File: config.mk
export PLATFORM = sky130hd
export DESIGN_NAME = custom_reg_master
export DESIGN_NICKNAME = d
export VERILOG_FILES = /design/src/rtl/custom_reg_master_pkg.sv /design/src/rtl/custom_reg_master_fifo.sv /design/src/rtl/custom_reg_master.sv
export SDC_FILE = /design/constraint.sdc
export NUM_CORES = 1
export LEC_CHECK = 0
export BUFFER_PORTS_ARGS = -buffer_cell sky130_fd_sc_hd__buf_2
export CORE_UTILIZATION = 56
export CTS_BUF_LIST = sky130_fd_sc_hd__clkbuf_4 sky130_fd_sc_hd__clkbuf_8
export CTS_CLUSTER_DIAMETER = 40
export DETAILED_ROUTE_END_ITERATION = 10
export HOLD_SLACK_MARGIN = 0.02
export PLACE_DENSITY_LB_ADDON = 0.1
export SKIP_CTS_REPAIR_TIMING = 1
export SYNTH_ARGS = -nofsm -noshare
export SYNTH_HDL_FRONTEND = slang
export SYNTH_SLANG_ARGS = --single-unit
File: constraint.sdc
create_clock -name clk -period 2.95 [get_ports clk]
set_clock_uncertainty 0.15 [all_clocks]
set_input_delay 0.59 -clock clk [delete_from_list [all_inputs] [get_ports clk]]
set_output_delay 0.59 -clock clk [all_outputs]
set_load 0.01 [all_outputs]
File: src/rtl/custom_reg_master_pkg.sv
// Shared definitions for the video-chip register bus master: idle address,
// FSM encoding and the register indices (byte address bits [8:1]).
package custom_reg_master_pkg;

  localparam logic [7:0] IDLE_ADDR_DEFAULT = 8'hFF;
  localparam int         FIFO_WIDTH        = 24;

  typedef enum logic [1:0] {
    ST_IDLE    = 2'd0,
    ST_WRITE   = 2'd1,
    ST_READ    = 2'd2,
    ST_CAPTURE = 2'd3
  } state_e;

  localparam logic [7:0] REG_BPLCON0  = 8'h80;
  localparam logic [7:0] REG_BPLCON1  = 8'h81;
  localparam logic [7:0] REG_BPLCON2  = 8'h82;
  localparam logic [7:0] REG_BPLCON3  = 8'h83;
  localparam logic [7:0] REG_BPLCON4  = 8'h86;
  localparam logic [7:0] REG_DIWSTRT  = 8'h47;
  localparam logic [7:0] REG_DIWSTOP  = 8'h48;
  localparam logic [7:0] REG_DIWHIGH  = 8'hF2;
  localparam logic [7:0] REG_DENISEID = 8'h3E;
  localparam logic [7:0] REG_BPL1DAT  = 8'h88;

endpackage

File: src/rtl/custom_reg_master_fifo.sv
// Posted-write queue: synchronous FIFO of {addr, data} entries with
// registered full/empty flags.
module reg_write_fifo #(
  parameter int DEPTH = 8,
  parameter int WIDTH = 24
) (
  input  logic             clk,
  input  logic             reset_n,
  input  logic             push_i,
  input  logic [WIDTH-1:0] data_i,
  input  logic             pop_i,
  output logic [WIDTH-1:0] data_o,
  output logic             full_o,
  output logic             empty_o
);

  localparam int AW = $clog2(DEPTH);
  localparam int CW = AW + 1;

  logic [WIDTH-1:0] mem_q [DEPTH];
  logic [AW-1:0]    wrPtr_q;
  logic [AW-1:0]    rdPtr_q;
  logic [CW-1:0]    count_q;
  logic [CW-1:0]    count_d;
  logic             full_q;
  logic             empty_q;
  logic             doPush;
  logic             doPop;

  assign doPush  = push_i & ~full_q;
  assign doPop   = pop_i & ~empty_q;
  assign count_d = count_q + CW'(doPush) - CW'(doPop);
  assign data_o  = mem_q[rdPtr_q];
  assign full_o  = full_q;
  assign empty_o = empty_q;

  // Pointers wrap naturally because DEPTH is a power of two.
  always_ff @(posedge clk or negedge reset_n) begin
    if (!reset_n) begin
      wrPtr_q <= '0;
      rdPtr_q <= '0;
      count_q <= '0;
      full_q  <= 1'b0;
      empty_q <= 1'b1;
    end else begin
      if (doPush) wrPtr_q <= wrPtr_q + 1'b1;
      if (doPop)  rdPtr_q <= rdPtr_q + 1'b1;
      count_q <= count_d;
      full_q  <= (count_d == CW'(DEPTH));
      empty_q <= (count_d == '0);
    end
  end

  always_ff @(posedge clk) begin
    if (doPush) mem_q[wrPtr_q] <= data_i;
  end

endmodule

File: src/rtl/custom_reg_master.sv
// Register-bus master for the video chips: posts host writes through a queue
// and issues them, or a single read, on granted 7MHz bus slots.
module custom_reg_master
  import custom_reg_master_pkg::*;
#(
  parameter int         FIFO_DEPTH = 8,
  parameter logic [7:0] IDLE_ADDR  = IDLE_ADDR_DEFAULT
) (
  input  logic        clk,
  input  logic        reset_n,
  input  logic        clk7_en,
  input  logic        bus_grant,
  input  logic        req_valid,
  output logic        req_ready,
  input  logic        req_we,
  input  logic [7:0]  req_addr,
  input  logic [15:0] req_data,
  output logic        rsp_valid,
  output logic [15:0] rsp_data,
  output logic [7:0]  reg_address_out,
  output logic [15:0] data_out,
  input  logic [15:0] data_in
);

  state_e                state_q, state_d;
  logic [7:0]            addr_q, addr_d;
  logic [15:0]           data_q, data_d;
  logic                  rspValid_q, rspValid_d;
  logic [15:0]           rspData_q, rspData_d;
  logic                  rdPending_q, rdPending_d;
  logic [7:0]            rdAddr_q, rdAddr_d;
  logic                  readyEn_q;

  logic                  fifoPush;
  logic                  fifoPop;
  logic                  fifoFull;
  logic                  fifoEmpty;
  logic [FIFO_WIDTH-1:0] fifoHead;
  logic                  wrReady;
  logic                  rdReady;
  logic                  rdAccept;

  // Reads wait for every earlier write to leave the bus, so they never overtake.
  assign wrReady   = readyEn_q & ~fifoFull;
  assign rdReady   = readyEn_q & fifoEmpty & (state_q == ST_IDLE) & ~rdPending_q;
  assign req_ready = req_we ? wrReady : rdReady;
  assign fifoPush  = req_valid & req_we & wrReady;
  assign rdAccept  = req_valid & ~req_we & rdReady;

  reg_write_fifo #(
    .DEPTH (FIFO_DEPTH),
    .WIDTH (FIFO_WIDTH)
  ) u_fifo (
    .clk     (clk),
    .reset_n (reset_n),
    .push_i  (fifoPush),
    .data_i  ({req_addr, req_data}),
    .pop_i   (fifoPop),
    .data_o  (fifoHead),
    .full_o  (fifoFull),
    .empty_o (fifoEmpty)
  );

  always_comb begin
    state_d     = state_q;
    addr_d      = addr_q;
    data_d      = data_q;
    rspValid_d  = 1'b0;
    rspData_d   = rspData_q;
    rdPending_d = rdPending_q;
    rdAddr_d    = rdAddr_q;
    fifoPop     = 1'b0;

    if (rdAccept) begin
      rdPending_d = 1'b1;
      rdAddr_d    = req_addr;
    end

    unique case (state_q)
      ST_IDLE: begin
        if (clk7_en && bus_grant) begin
          if (rdPending_q) begin
            state_d     = ST_READ;
            addr_d      = rdAddr_q;
            data_d      = 16'h0000;
            rdPending_d = 1'b0;
          end else if (!fifoEmpty) begin
            state_d = ST_WRITE;
            fifoPop = 1'b1;
            addr_d  = fifoHead[23:16];
            data_d  = fifoHead[15:0];
          end
        end
      end
      ST_WRITE: begin
        if (clk7_en) begin
          if (!fifoEmpty && bus_grant) begin
            fifoPop = 1'b1;
            addr_d  = fifoHead[23:16];
            data_d  = fifoHead[15:0];
          end else begin
            state_d = ST_IDLE;
            addr_d  = IDLE_ADDR;
            data_d  = 16'h0000;
          end
        end
      end
      ST_READ: begin
        if (clk7_en) begin
          state_d    = ST_CAPTURE;
          rspData_d  = data_in;
          rspValid_d = 1'b1;
          addr_d     = IDLE_ADDR;
          data_d     = 16'h0000;
        end
      end
      // Capture occupies no bus slot: one clk for the response pulse, then idle.
      ST_CAPTURE: state_d = ST_IDLE;
      default: begin
        state_d = ST_IDLE;
        addr_d  = IDLE_ADDR;
        data_d  = 16'h0000;
      end
    endcase
  end

  always_ff @(posedge clk or negedge reset_n) begin
    if (!reset_n) begin
      state_q     <= ST_IDLE;
      addr_q      <= IDLE_ADDR;
      data_q      <= 16'h0000;
      rspValid_q  <= 1'b0;
      rspData_q   <= 16'h0000;
      rdPending_q <= 1'b0;
      rdAddr_q    <= 8'h00;
      readyEn_q   <= 1'b0;
    end else begin
      state_q     <= state_d;
      addr_q      <= addr_d;
      data_q      <= data_d;
      rspValid_q  <= rspValid_d;
      rspData_q   <= rspData_d;
      rdPending_q <= rdPending_d;
      rdAddr_q    <= rdAddr_d;
      readyEn_q   <= 1'b1;
    end
  end

  assign reg_address_out = addr_q;
  assign data_out        = data_q;
  assign rsp_valid       = rspValid_q;
  assign rsp_data        = rspData_q;

endmodule

## Yosys cells after proc, flatten, opt, wreduce, memory -nomap -nowiden

Memories as Yosys holds them, arrays and structs flattened.
Cells that the tools add are included.

- Register bits after elaboration: 65
- Bits in latches: 0
- RAM bits: 192
- ROM bits: 0
- Bits of input ports: 46
- Output and inout port bits: 42
- Word-level logic and storage cells: 86
- Memories kept: 1

Memory list:

| name | depth | bits a word | read ports | clocked after Yosys merged registers in | write ports | RTL line | source |
|---|---|---|---|---|---|---|---|
| u_fifo.mem_q | 8 | 24 | 1 | 0 | 1 | custom_reg_master_fifo.sv:20 | `logic [WIDTH-1:0] mem_q [DEPTH];` |

- $add $sub $neg: 4
- Multipliers: 0
- Div/mod/pow operators: 0
- Order comparisons: 0
- Eq/ne operators: 9
- Shifts and indexed selects: 0
- Muxes and demuxes: 36
- Bitwise logic cells: 14
- Reductions and logical operators: 9

Operator list:

| cell | number |
|---|---|
| 2-to-1 mux 16 bit | 6 |
| 2-to-1 mux 8 bit | 6 |
| case mux 16 bit (3 select lines) | 1 |
| case mux 8 bit (3 select lines) | 1 |
| 2-to-1 mux 1 bit | 14 |
| 2-to-1 mux 2 bit | 6 |
| bitwise AND 1 bit | 10 |
| AND reduction 5 bit | 2 |
| case mux 2 bit (4 select lines) | 1 |
| adder 3 x 1 -> 3 bit, second input constant | 2 |
| inequality test 2 bit, second input constant | 3 |
| adder 4 x 1 -> 4 bit | 1 |
| == test 2 bit, second input constant | 2 |
| == test 4 bit, second input constant | 1 |
| logical NOT 4 bit | 1 |
| NOT 1 bit | 4 |
| subtractor 4 x 1 -> 4 bit | 1 |
| inequality test 3 bit, second input constant | 1 |
| nonzero test 3 bit | 1 |
| == test 2 x 1 -> 1 bit, second input constant | 1 |
| logical AND 1 bit | 2 |
| logical NOT 2 bit | 1 |
| inequality test 2 x 1 -> 1 bit, second input constant | 1 |
| case mux 1 bit (2 select lines) | 1 |
| 2 further kinds | 2 |

## Longest topological paths before layout

Gate-level depths: netlist of run 1.

- Depth in word-level cells: 8
- Gate-level depth with buffers: 12
- Mapped depth without buffers: 12

## By module

From an unflattened synthesis of run 1, not the netlist that was laid out.

- Cells, all modules: 559
- Area, all modules: 10492.6 µm²

Modules (own cells, without submodules):

| module | instances | cells each | area each (µm²) |
|---|---|---|---|
| reg_write_fifo | 1 | 335 | 7870.0 |
| custom_reg_master | 1 | 224 | 2622.5 |

## Least setup slack after synthesis of run 1

Ideal clock, no wire load.

- Kind: input to register
- Start point: input port req_we
- End point: memory u_fifo.mem_q[0][0] (enable)
- Setup time: 0.435 ns
- Arrival: 2.879 ns
- Required time: 2.365 ns
- Slack: -0.514 ns
- Stages on the path: 5
- Cells stage by stage: nor2b_1 > nor2b_1 > clkbuf_1 > nand2b_1 > nor3_1

- Cells in the longest elaborated chain, start to end: 5

RTL lines:

| what | RTL line | source |
|---|---|---|
| start, declared | custom_reg_master.sv:15 | `input logic req_we,` |
| bitwise AND 1 bit (2 in a row) | custom_reg_master.sv:47 | `assign fifoPush = req_valid & req_we & wrReady;` |
| bitwise AND 1 bit | custom_reg_master_fifo.sv:30 | `assign doPush = push_i & ~full_q;` |
| net u_fifo.doPush | custom_reg_master_fifo.sv:27 | `logic doPush;` |
| 2-to-1 mux 1 bit | custom_reg_master_fifo.sv:55 | `if (doPush) mem_q[wrPtr_q] <= data_i;` |
| 2-to-1 mux 1 bit (not written as such) | custom_reg_master_fifo.sv:55 |  |
| end, declared | custom_reg_master_fifo.sv:20 |  |

The timed path passes the listed nets, and every way through them passes these cells.

## Worst setup path in the final report of run 1

- Start point: register state_q[1]
- End point: register u_fifo.full_q (netlist: u_fifo.full_o)

- Cells in the longest elaborated chain, start to end: 5
- Elaborated cells between the ends (all ways): 6

RTL lines:

| what | RTL line | source |
|---|---|---|
| start, declared | custom_reg_master.sv:25 | `state_e state_q, state_d;` |
| start signal, assigned | custom_reg_master.sv:138 | `state_q <= state_d;` |
| == test 2 x 1 -> 1 bit / logical NOT 2 bit (equally long branches) | custom_reg_master.sv:79 | `unique case (state_q)` |
| case mux 1 bit (2 select lines) (*) | custom_reg_master.sv:79 |  |
| bitwise AND 1 bit (*) | custom_reg_master_fifo.sv:31 | `assign doPop = pop_i & ~empty_q;` |
| net u_fifo.doPop | custom_reg_master_fifo.sv:28 | `logic doPop;` |
| subtractor 4 x 1 -> 4 bit (*) | custom_reg_master_fifo.sv:32 | `assign count_d = count_q + CW'(doPush) - CW'(doPop);` |
| net u_fifo.count_d[1] | custom_reg_master_fifo.sv:24 | `logic [CW-1:0] count_d;` |
| == test 4 bit (*) | custom_reg_master_fifo.sv:49 | `full_q <= (count_d == CW'(DEPTH));` |
| end signal, assigned | custom_reg_master_fifo.sv:49 |  |
| end, declared | custom_reg_master_fifo.sv:25 | `logic full_q;` |

The timed path passes the listed nets; every way through them passes the cells marked *.
A chain may end at the register's enable or synchronous reset.

==> impl_metrics.csv, run 1 <==
group,metric,value,unit
logic_synthesis,seq_area_frac_synth,0.722,
critical_path,crit_slowest_cell,"fa_1",
cts,cts_buffers,42,
timing,min_period,2860,ps
global_routing,antenna_found_initial,0,
timing,worst-slew-pin-transition,718,ps
drt,drtIter0Drc,243,
logic_synthesis,synthMuxAreaShare,0.178,
floorplanning,die_y,137,microns
logic_synthesis,synthXorXnorAreaFrac,0.00598,
logic_synthesis,synthAdderAreaFrac,0.0154,
cts,clock_latency,540,ps
layout,fin_area,12100,sq um
logic_synthesis,synth_seq_cells,257,
critical_path,critical_path.max_fanout,4,
floorplanning,die_x,137,microns
drt,drc,0,
cts,tritoncts,"yes",
critical_path,r2r_setup_slack,90,ps
logic_synthesis,synth_top_family_by_area,"multiplexers",
critical_path,cpMostUsedCell,"inv_2",
cts,clk_pin_slew_worst_paths,60,ps
critical_path,max_stage_delay,560,ps
logic_synthesis,yosys.cell_types.count,46,
timing,period_share,0.969,
logic_synthesis,synthArstFlopShare,0.253,
critical_path,path_delay_family,"adder cells",
placement,gp_congestion,0.774,
logic_synthesis,synth.area.top_cells,"edfxtp_1 (56%), dfrtp_1 (14%), mux4_2 (8.8%)",
logic_synthesis,ys_warn_count,0,
critical_path,path_buf_inv,4,
cts,cts_root_buffer,"clkbuf_8",
floorplanning,start_util,0.571,
power,p_per_area,921,nW/um^2
layout,diodes,0,
logic_synthesis,yosysTopAreaCell,"edfxtp_1",
placement,placed_area,11200,sq um
timing,finalHoldViolations,0,
cts,htreeDepth,2,
critical_path,worstPathRequired,3260,ps
drt,drt-vias-per-instance,5.59,
critical_path,critPathKind,"flip-flop to flip-flop",
global_routing,grt_pass1_vias,5449,
drt,num_vias,5238,
logic_synthesis,avgSynthCellArea,19.5,sq um
drt,dr.pass1.iters,5,
logic_synthesis,postSynthCellCount,527,
logic_synthesis,ys.flop_type,"edfxtp_1",
logic_synthesis,synth_compound_area_frac,0.0236,
timing,relSlewSlack,0.521,
placement,dp_hpwl,11800,microns
logic_synthesis,synth.top_cell.area_share,0.562,
global_routing,gr-total-overflow,0,
placement,io_buffers,87,
timing,setup_viol,0,
floorplanning,num_rows,49,
cts,cts_sinks,257,
drt,wl_per_cell,20.7,microns
global_routing,grt_max_degree,66,
floorplanning,io_pins,88,
status,outcome,"finished, final reports clean",
floorplanning,core-area,18000,sq um
timing,setup_tns,0,ps
critical_path,cp_cell_sequence,"inv_2 -> ha_4 -> nor2b_1 -> o211a_1 -> ha_1 -> inv_1 -> ha_2 -> inv_2 -> fa_1 -> inv_2 -> or3_4 -> nor2b_1",
layout,drive_gt1_frac,0.435,
critical_path,cp-end-kind,"flip-flop",
logic_synthesis,netlist_area,10300,sq um
layout,area_delta_synth_final,17.8,%
global_routing,track_usage,0.214,
critical_path,critical_path_arrival,3170,ps
layout,layout.nets,732,
drt,wirelength,19400,microns
cts,clock_tree.buffer_depth,3,
layout,final_common_cell,"edfxtp_1",
layout,mostFrequentLayoutCells,"edfxtp_1 (192), buf_2 (87), dfrtp_1 (54)",
drt,ant_nets,0,
floorplanning,die_area,18800,sq um
critical_path,worst_setup_path_start_kind,"flip-flop",
global_routing,grt_pass1_wl,29200,microns
logic_synthesis,synth_simple_gate_area_frac,0.0370,
min_path,min_path_type,"primary input to flip-flop",
power,cellLeakagePower,4.64,nW
timing,drv_slew,0,
timing,fmax,350,MHz
power,worst_ir_drop_vdd,644,uV
run,maxCapViolCount,0,
logic_synthesis,syn_nets,585,
logic_synthesis,synth_edf_count,192,
==> path summary, 6_finish.rpt <==
path                               from            endpoint  cells past startpoint
setup reg to reg             state_q[1]       u_fifo.full_o                     12
max in group asynchronous       reset_n  reg_address_out[4]                      3
setup / recovery             state_q[1]       u_fifo.full_o                     12
min in group asynchronous       reset_n   u_fifo.count_q[3]                      3
hold / removal               data_in[9]         rsp_data[9]                      2
hold reg to reg            data_out[10]        data_out[10]                      2
==> logic make-up (layout without fill, tap and decap cells) <==
family / Yosys count / after routing
other: 1 / 1
AND/OR/NAND/NOR: 67 / 67
AO/OA/AOI/OAI: 35 / 35
multiplexers: 113 / 113
XOR/XNOR: 7 / 7
buffers and inverters: 35 / 216
adder cells (fa/ha/maj): 12 / 12
flip-flops: 257 / 257
==> sequential cells by signal (all words and copies together) (netlist names) <==
register,count
u_fifo.full_o,1
u_fifo.count_q,4
u_fifo.mem_q,192
reg_address_out,8
readyEn_q,1
rdAddr_q,8
u_fifo.wrPtr_q,3
data_out,16
rsp_data,16
rdPending_q,1
state_q,2
u_fifo.empty_o,1
u_fifo.rdPtr_q,3
rsp_valid,1
==> cells in the mapped netlist (6+ instances only) <==
library cell,instances
mux2_4,6
edfxtp_1,192
inv_1,13
nor3_2,6
mux2_2,30
buf_2,11
o21ai_0,18
dfrtp_1,56
nor2_1,11
dfstp_2,9
nand2_1,25
nor2b_1,8
mux4_1,8
mux4_2,40
mux2i_1,29
ha_1,11
clkbuf_1,6
==> layer usage <==
| metal | up-vias | wire length (microns) | share of wire | global-route usage |
|---|---|---|---|---|
| met3 | 30 | 917 | 0.047 | 0.0486 |
| met2 | 134 | 9920 | 0.51 | 0.371 |
| met1 | 2698 | 8200 | 0.42 | 0.263 |
| li1 | 2376 | - | - | - |
| met4 | 0 | 356 | 0.018 | 0.0769 |
| met5 | - | 0 | 0 | 0 |
==> metrics by stage <==
| stage | cells | power [mW] | hold WS [ps] | utilization | worst slack, ps |
|---|---|---|---|---|---|
| after floorplan | 527 | 7.16 | 144 | - | 115 |
| after global placement | 853 | 8.05 | 309 | 0.622 | 152 |
| after detailed placement | 853 | 8.15 | 319 | 0.622 | 57.2 |
| after CTS | 931 | 11.2 | -84.3 | 0.669 | 19.1 |
| after global routing | 937 | 11.7 | 128 | 0.672 | -32.4 |
| final | 937 | 11.1 | 147 | 0.672 | 92.8 |
==> final cells by class <==
class                           instances  area, sq um
Sequential cell                       257         7410
Fill cell                            1214         5890
Multi-Input combinational cell        235         2730
Timing Repair Buffer                  125          773
Clock buffer                           57          697
Tap cell                              229          287
Clock inverter                         21          135
Inverter                               13         48.8
==> where the power goes <==
part | internal, mW | leakage [nW] | switching (mW)
registers | 4.43 | 2.55 | 0.350
logic | 1.72 | 1.64 | 1.62
clock network | 1.64 | 0.445 | 1.35
total | 7.79 | 4.64 | 3.33
Power figures use the tool's default switching activity.
==> run 2, diff against run 1 <==
CORE_UTILIZATION = 60   (was 56)
clock period = 3.4 ns   (was 2.95 ns; I/O delays follow)
==> impl_metrics.csv, run 2 (same netlist as run 1, synthesis figures left out) <==
group,metric,value,unit
status,outcome,"finished, final reports clean",
timing,setup_viol,0,
layout,layout.nets,723,
timing,layout_setup_ws,338,ps
cts,clock_tree.buffer_depth,3,
critical_path,path_delay_family,"adder cells",
timing,fmax,327,MHz
cts,htreeDepth,2,
drt,num_vias,5189,
floorplanning,io_pins,88,
layout,regMostFlops,"u_fifo.mem_q",
placement,post-place-ws,232,ps
timing,relSlewSlack,0.341,
critical_path,r2r_setup_slack,340,ps
timing,drv_slew,0,
critical_path,critical_path_arrival,3360,ps
power,p_per_area,823,nW/um^2
layout,drive_gt1_frac,0.416,
critical_path,cp_num_cells,12,
power,worst_ir_drop_vdd,492,uV
critical_path,cpMostUsedCell,"inv_1",
drt,drc,0,
cts,clock_latency,520,ps
layout,mostFrequentLayoutCells,"edfxtp_1 (192), buf_2 (87), dfrtp_1 (54)",
global_routing,antenna_found_initial,0,
drt,wirelength,19100,microns
cts,cts_root_buffer,"clkbuf_8",
drt,drtIter0Drc,301,
floorplanning,die_y,133,microns
drt,dr.pass1.iters,4,
timing,min_period,3060,ps
timing,finalHoldViolations,0,
power,cellLeakagePower,4.65,nW
cts,cts_sinks,257,
critical_path,critPathKind,"flip-flop to flip-flop",
global_routing,grt_pass1_vias,5579,
critical_path,cp_cell_sequence,"inv_1 -> ha_1 -> nor2b_1 -> o211a_1 -> ha_1 -> inv_1 -> ha_1 -> inv_1 -> fa_1 -> inv_1 -> or3_1 -> nor2b_1",
layout,final_common_cell,"edfxtp_1",
global_routing,grt_pass1_wl,29800,microns
critical_path,cp-end-kind,"flip-flop",
critical_path,worst_setup_path_start_kind,"flip-flop",
min_path,min_path_type,"primary input to asynchronous set/reset pin",
layout,area_delta_synth_final,17.9,%
critical_path,rr_startpoint,"state_q[0]",
floorplanning,start_util,0.616,
run,maxCapViolCount,0,
critical_path,crit_path_end,"u_fifo.full_o",
critical_path,crit_start,"state_q[0]",
critical_path,path_buf_inv,4,
timing,setup_tns,0,ps
floorplanning,die_area,17600,sq um
critical_path,r2r-end,"u_fifo.full_o",
timing,period_share,0.901,
floorplanning,die_x,133,microns
critical_path,worstPathRequired,3700,ps
placement,dp_hpwl,12100,microns
placement,gp_congestion,0.792,
drt,drt-vias-per-instance,5.65,
critical_path,crit_slowest_cell,"fa_1",
critical_path,critical_path.max_fanout,6,
cts,tritoncts,"yes",
layout,diodes,0,
cts,cts_buffers,42,
critical_path,max_stage_delay,510,ps
drt,wl_per_cell,20.7,microns
drt,ant_nets,0,
global_routing,gr-total-overflow,0,
timing,rsz0062_at_grt,"no",
floorplanning,num_rows,47,
global_routing,track_usage,0.229,
critical_path,rr_worst_depth,12,
floorplanning,core-area,16600,sq um
cts,clk_pin_slew_worst_paths,60,ps
placement,io_buffers,87,
global_routing,grt_max_degree,41,
layout,largest_register_ffs,192,
timing,worst-slew-pin-transition,988,ps
## run 2: changes by cell type in the layout (fill, tap and decap cells not counted), sizes merged
cell | previous run | this run
buf | 124 | 116
bufinv | 1 | 6
clkbuf | 57 | 60
clkinv | 17 | 12
clkinvlp | 2 | 0
dlygate4sd3 | 1 | 0
inv | 14 | 13
## run 2: metrics by stage
stage	power (mW)	area (sq um)	cells	util	hold slack (ps)
6_report	9.95	12100	919	0.726	169
5_1_grt	10.4	12100	919	0.726	229
4_1_cts	10.1	12100	919	0.726	180
3_5_place_dp	7.04	11100	841	0.667	320
3_3_place_gp	6.91	11100	841	0.667	313
2_1_floorplan	6.21	10300	527	-	234
## run 2: area by class of cell
cell class,count,area (sq um)
timing repair buffer,116,666
fill,1043,4560
sequential,257,7410
inverter,13,48.8
tap,220,275
clock inverter,18,230
multi-input combinational,235,2710
clock buffer,60,751
## run 2: metal layers
layer	global-route usage	up-vias	share of wire
li1	-	2354	-
met1	0.281	2660	0.39
met2	0.413	160	0.54
met3	0.0448	15	0.057
met4	0.0690	0	0.0088
met5	0	-	0
## run 2: worst min path at each step
stage          cells past startpoint        start  slack, ps                 to
3_3_place_gp                       2  data_out[0]        310        data_out[0]
6_report                           1      reset_n        170  u_fifo.count_q[3]
4_1_cts                            1      reset_n        180  u_fifo.wrPtr_q[1]
5_1_grt                            2  data_in[10]        230       rsp_data[10]
3_5_place_dp                       2  data_out[5]        320        data_out[5]
2_1_floorplan                      0      reset_n        230        data_out[0]
## run 2: power breakdown
group,switching (mW),leakage (nW),internal (mW)
sequential,0.340,2.55,3.84
combinational,1.34,1.59,1.41
clock,1.15,0.513,1.88
